## config.mk

```make
export PLATFORM = sky130hd
export DESIGN_NAME = reg_lock_file
export DESIGN_NICKNAME = d
export VERILOG_FILES = /design/src/rtl/reg_lock_file_pkg.sv /design/src/rtl/reg_lock_entry.sv /design/src/rtl/reg_lock_file.sv
export SDC_FILE = /design/constraint.sdc
export NUM_CORES = 2
export LEC_CHECK = 0
export BUFFER_PORTS_ARGS = -buffer_cell sky130_fd_sc_hd__buf_2
export CORE_MARGIN = 5
export CORE_UTILIZATION = 62
export DETAILED_ROUTE_END_ITERATION = 8
export GPL_ROUTABILITY_DRIVEN = 0
export PLACE_DENSITY_LB_ADDON = 0.15
export SYNTH_ARGS = -nofsm -noshare
export SYNTH_HDL_FRONTEND = slang
export SYNTH_SLANG_ARGS = --single-unit
```

## constraint.sdc

```tcl
create_clock -name clk -period 24.3 [get_ports clk]
set_clock_uncertainty 0.2 [all_clocks]
set_input_delay 4.86 -clock clk [delete_from_list [all_inputs] [get_ports clk]]
set_output_delay 4.86 -clock clk [all_outputs]
set_load 0.02 [all_outputs]
```

## src/rtl/reg_lock_file_pkg.sv

```systemverilog
// reg_lock_file_pkg: shared widths and constants for the register lock file
package reg_lock_file_pkg;
  localparam int DATA_W = 32;
  localparam int LOCK_W = 3;
  localparam int ADDR_W = 5;
  localparam int NREG = 32;
  localparam int CNT_W = 6;
  localparam logic [LOCK_W-1:0] NO_LOCK = '0;
endpackage

```

## src/rtl/reg_lock_entry.sv

```systemverilog
// reg_lock_entry: one renamed register (data + producer tag) with CDB match/clear
import reg_lock_file_pkg::*;
module reg_lock_entry #(
  parameter int DW = DATA_W,
  parameter int LW = LOCK_W
) (
  input  logic          clk,
  input  logic          rst,
  input  logic          alloc_i,
  input  logic [LW-1:0] alloc_lock_i,
  input  logic          cdb_valid_i,
  input  logic [LW-1:0] cdb_index_i,
  input  logic [DW-1:0] cdb_result_i,
  input  logic          flush_i,
  output logic [DW-1:0] data_o,
  output logic [LW-1:0] lock_o,
  output logic          match_o,
  output logic          inc_o,
  output logic          dec_o
);
  logic [DW-1:0] data_q, data_d;
  logic [LW-1:0] lock_q, lock_d;
  always_comb begin
    match_o = cdb_valid_i && lock_q != LW'(0) && lock_q == cdb_index_i;
    data_d  = match_o ? cdb_result_i : data_q;
    lock_d  = flush_i ? LW'(0) : alloc_i ? alloc_lock_i : match_o ? LW'(0) : lock_q;
    inc_o   = lock_q == LW'(0) && lock_d != LW'(0);
    dec_o   = lock_q != LW'(0) && lock_d == LW'(0);
  end
  always_ff @(posedge clk) begin
    data_q <= rst ? '0 : data_d;
    lock_q <= rst ? '0 : lock_d;
  end
  assign data_o = data_q;
  assign lock_o = lock_q;
endmodule

```

## src/rtl/reg_lock_file.sv

```systemverilog
// reg_lock_file: register file with producer-tag locks cleared by CDB broadcasts.
// Define CDB_BYPASS_EN to forward a matching broadcast to the read ports in the same cycle.
import reg_lock_file_pkg::*;
module reg_lock_file #(
  parameter int DATA_W = reg_lock_file_pkg::DATA_W,
  parameter int LOCK_W = reg_lock_file_pkg::LOCK_W,
  parameter int NREG   = reg_lock_file_pkg::NREG
) (
  input  logic              clk,
  input  logic              rst,
  input  logic [ADDR_W-1:0] rd_addr1,
  input  logic [ADDR_W-1:0] rd_addr2,
  output logic [DATA_W-1:0] rd_data1,
  output logic [DATA_W-1:0] rd_data2,
  output logic [LOCK_W-1:0] rd_lock1,
  output logic [LOCK_W-1:0] rd_lock2,
  input  logic              alloc_en,
  input  logic [ADDR_W-1:0] alloc_addr,
  input  logic [LOCK_W-1:0] alloc_lock,
  input  logic              cdb_in_valid,
  input  logic [LOCK_W-1:0] cdb_in_index,
  input  logic [DATA_W-1:0] cdb_in_result,
  input  logic              flush,
  output logic [CNT_W-1:0]  locked_count,
  output logic              lock_stall
);
  localparam logic [CNT_W-1:0] STALL_TH = CNT_W'((1 << LOCK_W) - 1);
  logic              cdb_v;
  logic [DATA_W-1:0] data_w [NREG];
  logic [LOCK_W-1:0] lock_w [NREG];
  logic [NREG-1:0]   match_w, inc_w, dec_w;
  logic [CNT_W-1:0]  cnt_q, cnt_d;
  assign cdb_v = cdb_in_valid && cdb_in_index != LOCK_W'(0);
  // Register 0 is hardwired: never locked, never written.
  assign data_w[0]  = '0;
  assign lock_w[0]  = '0;
  assign match_w[0] = 1'b0;
  assign inc_w[0]   = 1'b0;
  assign dec_w[0]   = 1'b0;
  for (genvar g = 1; g < NREG; g++) begin : g_ent
    reg_lock_entry #(.DW(DATA_W), .LW(LOCK_W)) u_ent (
      .clk         (clk),
      .rst         (rst),
      .alloc_i     (alloc_en && alloc_addr == ADDR_W'(g)),
      .alloc_lock_i(alloc_lock),
      .cdb_valid_i (cdb_v),
      .cdb_index_i (cdb_in_index),
      .cdb_result_i(cdb_in_result),
      .flush_i     (flush),
      .data_o      (data_w[g]),
      .lock_o      (lock_w[g]),
      .match_o     (match_w[g]),
      .inc_o       (inc_w[g]),
      .dec_o       (dec_w[g])
    );
  end
`ifdef CDB_BYPASS_EN
  assign rd_data1 = match_w[rd_addr1] ? cdb_in_result : data_w[rd_addr1];
  assign rd_data2 = match_w[rd_addr2] ? cdb_in_result : data_w[rd_addr2];
  assign rd_lock1 = match_w[rd_addr1] ? LOCK_W'(0) : lock_w[rd_addr1];
  assign rd_lock2 = match_w[rd_addr2] ? LOCK_W'(0) : lock_w[rd_addr2];
`else
  assign rd_data1 = data_w[rd_addr1];
  assign rd_data2 = data_w[rd_addr2];
  assign rd_lock1 = lock_w[rd_addr1];
  assign rd_lock2 = lock_w[rd_addr2];
`endif
  always_comb begin
    cnt_d = cnt_q;
    for (int i = 0; i < NREG; i++) cnt_d = cnt_d + CNT_W'(inc_w[i]) - CNT_W'(dec_w[i]);
    cnt_d = flush ? '0 : cnt_d;
  end
  always_ff @(posedge clk) cnt_q <= rst ? '0 : cnt_d;
  assign locked_count = cnt_q;
  assign lock_stall   = cnt_q >= STALL_TH;
endmodule

```

**Yosys cells after proc, flatten, opt, wreduce, memory -nomap -nowiden**

Cells that the tools add are included.

- Bits in registers: 1091
- Input port bits: 58
- Output and inout bits: 77
- Word-level logic and storage cells: 579

- $add $sub $neg: 62
- Magnitude comparators: 3
- Equal/unequal tests: 62
- Mux-type cells: 105
- Bitwise operators: 2
- Reductions and logical operators: 282

Operators by type and width:

| cell | number |
|---|---|
| $bmux 32 s5 | 2 |
| $mux 3 | 97 |
| $reduce_bool 3->1 | 63 |
| $add 6x1->6 | 31 |
| $logic_not 3->1 | 62 |
| $sub 6x1->6 | 31 |
| $logic_and 1x1->1 | 156 |
| $mux 32 | 4 |
| $eq 3x3->1 | 31 |
| $eq 5x5->1 const B | 16 |
| $eq 5x4->1 const B | 8 |
| $bmux 3 s5 | 2 |
| $eq 5x3->1 const B | 4 |
| $ge 6x6->1 const B | 2 |
| $not 5->6 | 2 |
| $eq 5x2->1 const B | 2 |
| $ge 6x3->1 const B | 1 |
| $eq 5x1->1 const B | 1 |
| $reduce_or 2->1 | 1 |

**Longest topological paths before layout**

- Depth after elaboration: 71
- Mapped depth: 32
- Gate-level depth less buffers: 27

**Modules after synthesis**

From an unflattened synthesis, not the netlist that was laid out.

- Cell total of the unflattened synthesis: 6821
- Area, all modules: 72030.3 um^2

By module, submodules not included:

| module | times used | cells an instance | area an instance (um^2) | sequential area each (um^2) |
|---|---|---|---|---|
| reg_lock_entry | 31 | 162 | 1694.1 | 700.7 |
| reg_lock_file | 1 | 1799 | 19512.5 | 120.1 |

**Least setup slack after synthesis**

Ideal clock, no wire load.

- Path type: input -> register
- From: input cdb_in_index[2]
- To: register cnt_q[4] (netlist: locked_count[4])
- Library setup time: 0.128 ns
- Data arrival time: 11.755 ns
- Required time: 23.972 ns
- Slack: 12.218 ns
- Cell stages on the path: 27
- Buffers on the path: 2
- Cells stage by stage: buf_6 -> buf_6 -> or3b_1 -> a211o_1 -> a21oi_2 -> a2bb2oi_2 -> a41oi_1 -> or2_1 -> fa_1 -> inv_1 -> fa_1 -> fa_1 -> inv_1 -> fa_1 -> fa_1 -> fa_1 -> fa_1 -> inv_1 -> fa_1 -> inv_1 -> ha_1 -> fa_1 -> a21oi_1 -> nor2_1 -> nor2_1 -> xor2_1 -> nor2_1

- Word-level cells in the longest chain between the ends: 71
- Elaborated cells on any way between the ends: 374
- Those cells by class: add/sub: 62; eq/ne: 31; mux: 93; reduce/logical: 188

Ends and longest elaborated chain:

| item | RTL line | source |
|---|---|---|
| start, declared | reg_lock_file.sv:21 | `input logic [LOCK_W-1:0] cdb_in_index,` |
| $reduce_bool 3->1 | reg_lock_file.sv:33 | `assign cdb_v = cdb_in_valid && cdb_in_index != LOCK_W'(0);` |
| $logic_and 1x1->1 | reg_lock_file.sv:33 |  |
| $logic_and 1x1->1 (2 in series) | reg_lock_entry.sv:24 | `match_o = cdb_valid_i && lock_q != LW'(0) && lock_q == cdb_index_i;` |
| $mux 3 (3 in series) | reg_lock_entry.sv:26 | `lock_d = flush_i ? LW'(0) : alloc_i ? alloc_lock_i : match_o ? LW'(0) : lock_q;` |
| $reduce_bool 3->1 | reg_lock_entry.sv:27 | `inc_o = lock_q == LW'(0) && lock_d != LW'(0);` |
| $logic_and 1x1->1 | reg_lock_entry.sv:27 |  |
| $add 6x1->6 | reg_lock_file.sv:70 | `for (int i = 0; i < NREG; i++) cnt_d = cnt_d + CNT_W'(inc_w[i]) - CNT_W'(dec_w[i]);` |
| $sub 6x1->6 | reg_lock_file.sv:70 |  |
| [... 52 more ...] | - |  |
| $add 6x1->6 | reg_lock_file.sv:70 |  |
| $sub 6x1->6 | reg_lock_file.sv:70 |  |
| $add 6x1->6 | reg_lock_file.sv:70 |  |
| $sub 6x1->6 | reg_lock_file.sv:70 |  |
| $add 6x1->6 | reg_lock_file.sv:70 |  |
| $sub 6x1->6 | reg_lock_file.sv:70 |  |
| $add 6x1->6 | reg_lock_file.sv:70 |  |
| $sub 6x1->6 * | reg_lock_file.sv:70 |  |
| end signal, assigned | reg_lock_file.sv:73 | `always_ff @(posedge clk) cnt_q <= rst ? '0 : cnt_d;` |
| end, declared | reg_lock_file.sv:32 | `logic [CNT_W-1:0] cnt_q, cnt_d;` |

Mark *: on every way between the ends. The rest lies on a longest branch, timed or not.
A chain may end at the register's enable or synchronous reset.

**Worst setup path in the final report**

- From: input rd_addr1[0]
- To: output rd_data1[29]

- Word-level cells in the longest chain between the ends: 4

Ends and longest elaborated chain:

| item | RTL line | source |
|---|---|---|
| start, declared | reg_lock_file.sv:11 | `input logic [ADDR_W-1:0] rd_addr1,` |
| $not 5->6 (implied by the code) | reg_lock_file.sv:63 | `assign rd_data1 = data_w[rd_addr1];` |
| $bmux 32 s5 | reg_lock_file.sv:63 |  |
| $mux 32 (implied by the code) (2 in series) | reg_lock_file.sv:63 |  |
| end, declared | reg_lock_file.sv:13 | `output logic [DATA_W-1:0] rd_data1,` |

Every way passes these cells. The select of a mux whose other input is x is not followed.

==> impl_metrics.ini <==
[synth]
yosysMostFrequentCell = dfxtp_1
synth.area.top_cells = dfxtp_1, mux4_2, mux2i_1
synth-seq-cells = 1091
synth_top_area_frac = 0.358
synth_largest_area_cell = dfxtp_1
synth-async-reset-ratio = 0
postSynthCellCount = 5483
synthFlopType = dfxtp_1
yosysWarnings = 0
syn_avg_cell_area_um2 = 11.1
ys_types = 61
synth_seq_area_share = 0.358
syn_nets = 5610
synth-edff-count = 0
synth_area_mm2 = 0.0609
synth_common_cells = dfxtp_1, nor2_1, mux2i_1

[sta]
rsz0062_at_grt = no
hold_viol = 0
max_slew.worst_pin.slew_ps = 1260
min_period_over_period = 0.572
setup_slack_ps = 10390
slew_headroom = 0.163
finalMaxSlewViolations = 0
setup_tns_ps = 0
setup_viol = 0
max_freq_mhz = 71.9
period_minus_slack_ps = 13910

[routing]
routed_wl_mm = 188
drc = 0
firstDrtPassIters = 5
drt_iter0_markers = 5616
routedWlPerCell_um = 28.4
ant_nets = 0
via_per_inst = 6.79
vias = 44900

[power_and_ir_drop]
power.density_mw_per_mm2 = 64.7
ir_worst_vdd_mv = 0.0714
finalPower_uw = 4240
power.leakage_uw = 0.0226

[worst_setup_path]
crit_required_ps = 19240
crit_buf_inv = 4
max_stage_delay_ps = 820
slowest_stage = buf_4
arrival_ps = 8850
worstPathCellList = buf_8, buf_4, buf_12, mux4_2, mux4_2, mux2_2, buf_2
path_delay_family = buffers and inverters
cp_common_cell = mux4_2
critPathCaptureType = primary output
worst-setup-path-type = input pin to primary output
crit_fanout = 108
worst_setup_path_start_kind = input pin

[placement]
dpl_worst_slack_ps = 9960
dpl_cell_area_mm2 = 0.0615
dp_hpwl_mm = 103
dp_cells = 6391
portBuffers = 134

[clock_tree]
cts_hold_buf = 0
clock_sinks = 1091
root_buffer = clkbuf_16
post-cts-setup-buffer-count = 0
numCtsBuffers = 114
clkLatencyLatePin_ps = 720
cts_resized = 0
cts.htree.levels = 3
cts_buffer_depth = 3
clkTransAtPathRegs_ps = 60
cts_tree = built

[final_layout]
fin_nets = 5347
fill_cells = 7348
area_delta_synth_final_pct = 7.51
stdcell_area_mm2 = 0.0655
drive_above_1_share = 0.231
finalNonFillerCells = 6611

[die]
dieWidth_um = 324
die_area_mm2 = 0.105
rows = 115
dieHeight_um = 324
pin_count = 135
core_mm2 = 0.0980
start_util = 0.622

[job]
cap_violations = 0

[global_route]
grt_pass1_wl_mm = 284
grt_max_degree = 123
antenna_found_initial = 13
gr-total-overflow = 0
grt_use_total = 0.356
grt_pass1_vias = 44300

[hold_path]
hold_path_class = flip-flop to flip-flop

[status]
status = finished, final reports clean
-- flip-flops by register name, summed over array words and instances (netlist names) --
| signal | cells |
|---|---|
| locked_count | 6 |
| g_ent.u_ent.lock_o | 93 |
| g_ent.u_ent.data_o | 992 |
-- path summary, 6_finish.rpt --
check	start	end	slack (ps)	cells after the start
max	rd_addr1[0]	rd_data1[29]	10390	7
min	g_ent[16].u_ent.data_o[31]	g_ent[16].u_ent.data_o[31]	290	2
max reg2reg	g_ent[23].u_ent.lock_o[1]	locked_count[4]	15690	25
min reg2reg	g_ent[16].u_ent.data_o[31]	g_ent[16].u_ent.data_o[31]	290	2
-- area by class of cell --
| class | count | area, µm² | area share |
|---|---|---|---|
| antenna | 4 | 10.0 | 0.000153 |
| clock buffer | 164 | 3290 | 0.0501 |
| clock inverter | 52 | 752 | 0.0115 |
| inverter | 69 | 259 | 0.00395 |
| multi-input combinational | 3742 | 36500 | 0.556 |
| sequential | 1091 | 21800 | 0.333 |
| tap | 1287 | 1610 | 0.0246 |
| timing repair buffer | 202 | 1300 | 0.0199 |
-- metrics by stage --
stage | util | hold slack, ps
2_1_floorplan | - | 261
5_1_grt | 0.669 | 306
4_1_cts | 0.669 | 290
3_5_place_dp | 0.627 | 282
3_3_place_gp | 0.627 | 273
6_report | 0.669 | 292
-- power by group --
part	switching (µW)	internal (µW)	total [µW]
clock	769	1110	1880
sequential	19.8	1810	1830
combinational	324	204	528
total	1110	3130	4240
-- cells in the final DEF, fill, tap and decap left out, drive strengths merged, types with 6 or more instances in the layout --
master | Yosys | layout
or3b | 35 | 35
clkinvlp | 0 | 13
or4 | 11 | 11
and2 | 9 | 9
a211oi | 24 | 24
nand3b | 17 | 17
fa | 56 | 56
nor2 | 1080 | 1080
o211a | 22 | 22
nand2 | 170 | 170
o21ai | 68 | 68
a2bb2oi | 11 | 11
nor3 | 24 | 24
a41oi | 16 | 16
a31oi | 20 | 20
clkbuf | 269 | 164
xnor2 | 62 | 62
mux2i | 967 | 967
a21oi | 99 | 99
bufinv | 0 | 16
buf | 312 | 202
o31ai | 11 | 11
clkinv | 0 | 21
dfxtp | 1091 | 1091
ha | 13 | 13
or2 | 14 | 14
mux4 | 630 | 630
a22o | 70 | 70
xor2 | 6 | 6
nand3 | 46 | 46
inv | 69 | 71
mux2 | 140 | 140
and3 | 63 | 63
-- kinds of logic (layout without fill, tap and decap cells) --
logic type	count (synthesis)	count (layout)	share of synthesized area
compound gates	369	369	0.0418
buf+inv	650	487	0.0476
xor+xnor	68	68	0.00977
other cells	0	4	0
flops	1091	1091	0.358
fa+ha+maj	69	69	0.0211
simple gates	1499	1499	0.104
mux	1737	1737	0.417
-- layer usage --
metal | share of wire | wire length, µm | up-vias | track usage
met5 | 0.00024 | 45 | - | 0
li1 | - | - | 19400 | -
met2 | 0.45 | 84100 | 2500 | 0.545
met4 | 0.046 | 8720 | 8 | 0.138
met3 | 0.11 | 21300 | 553 | 0.0878
met1 | 0.39 | 73500 | 22400 | 0.494
-- tightest hold or removal path: stages, from the launching register on --
cell and delay [ps]:
dfxtp_1 320, o21ai_0 70, a21oi_1 60
Note: power is estimated with default switching activity, not from simulation.
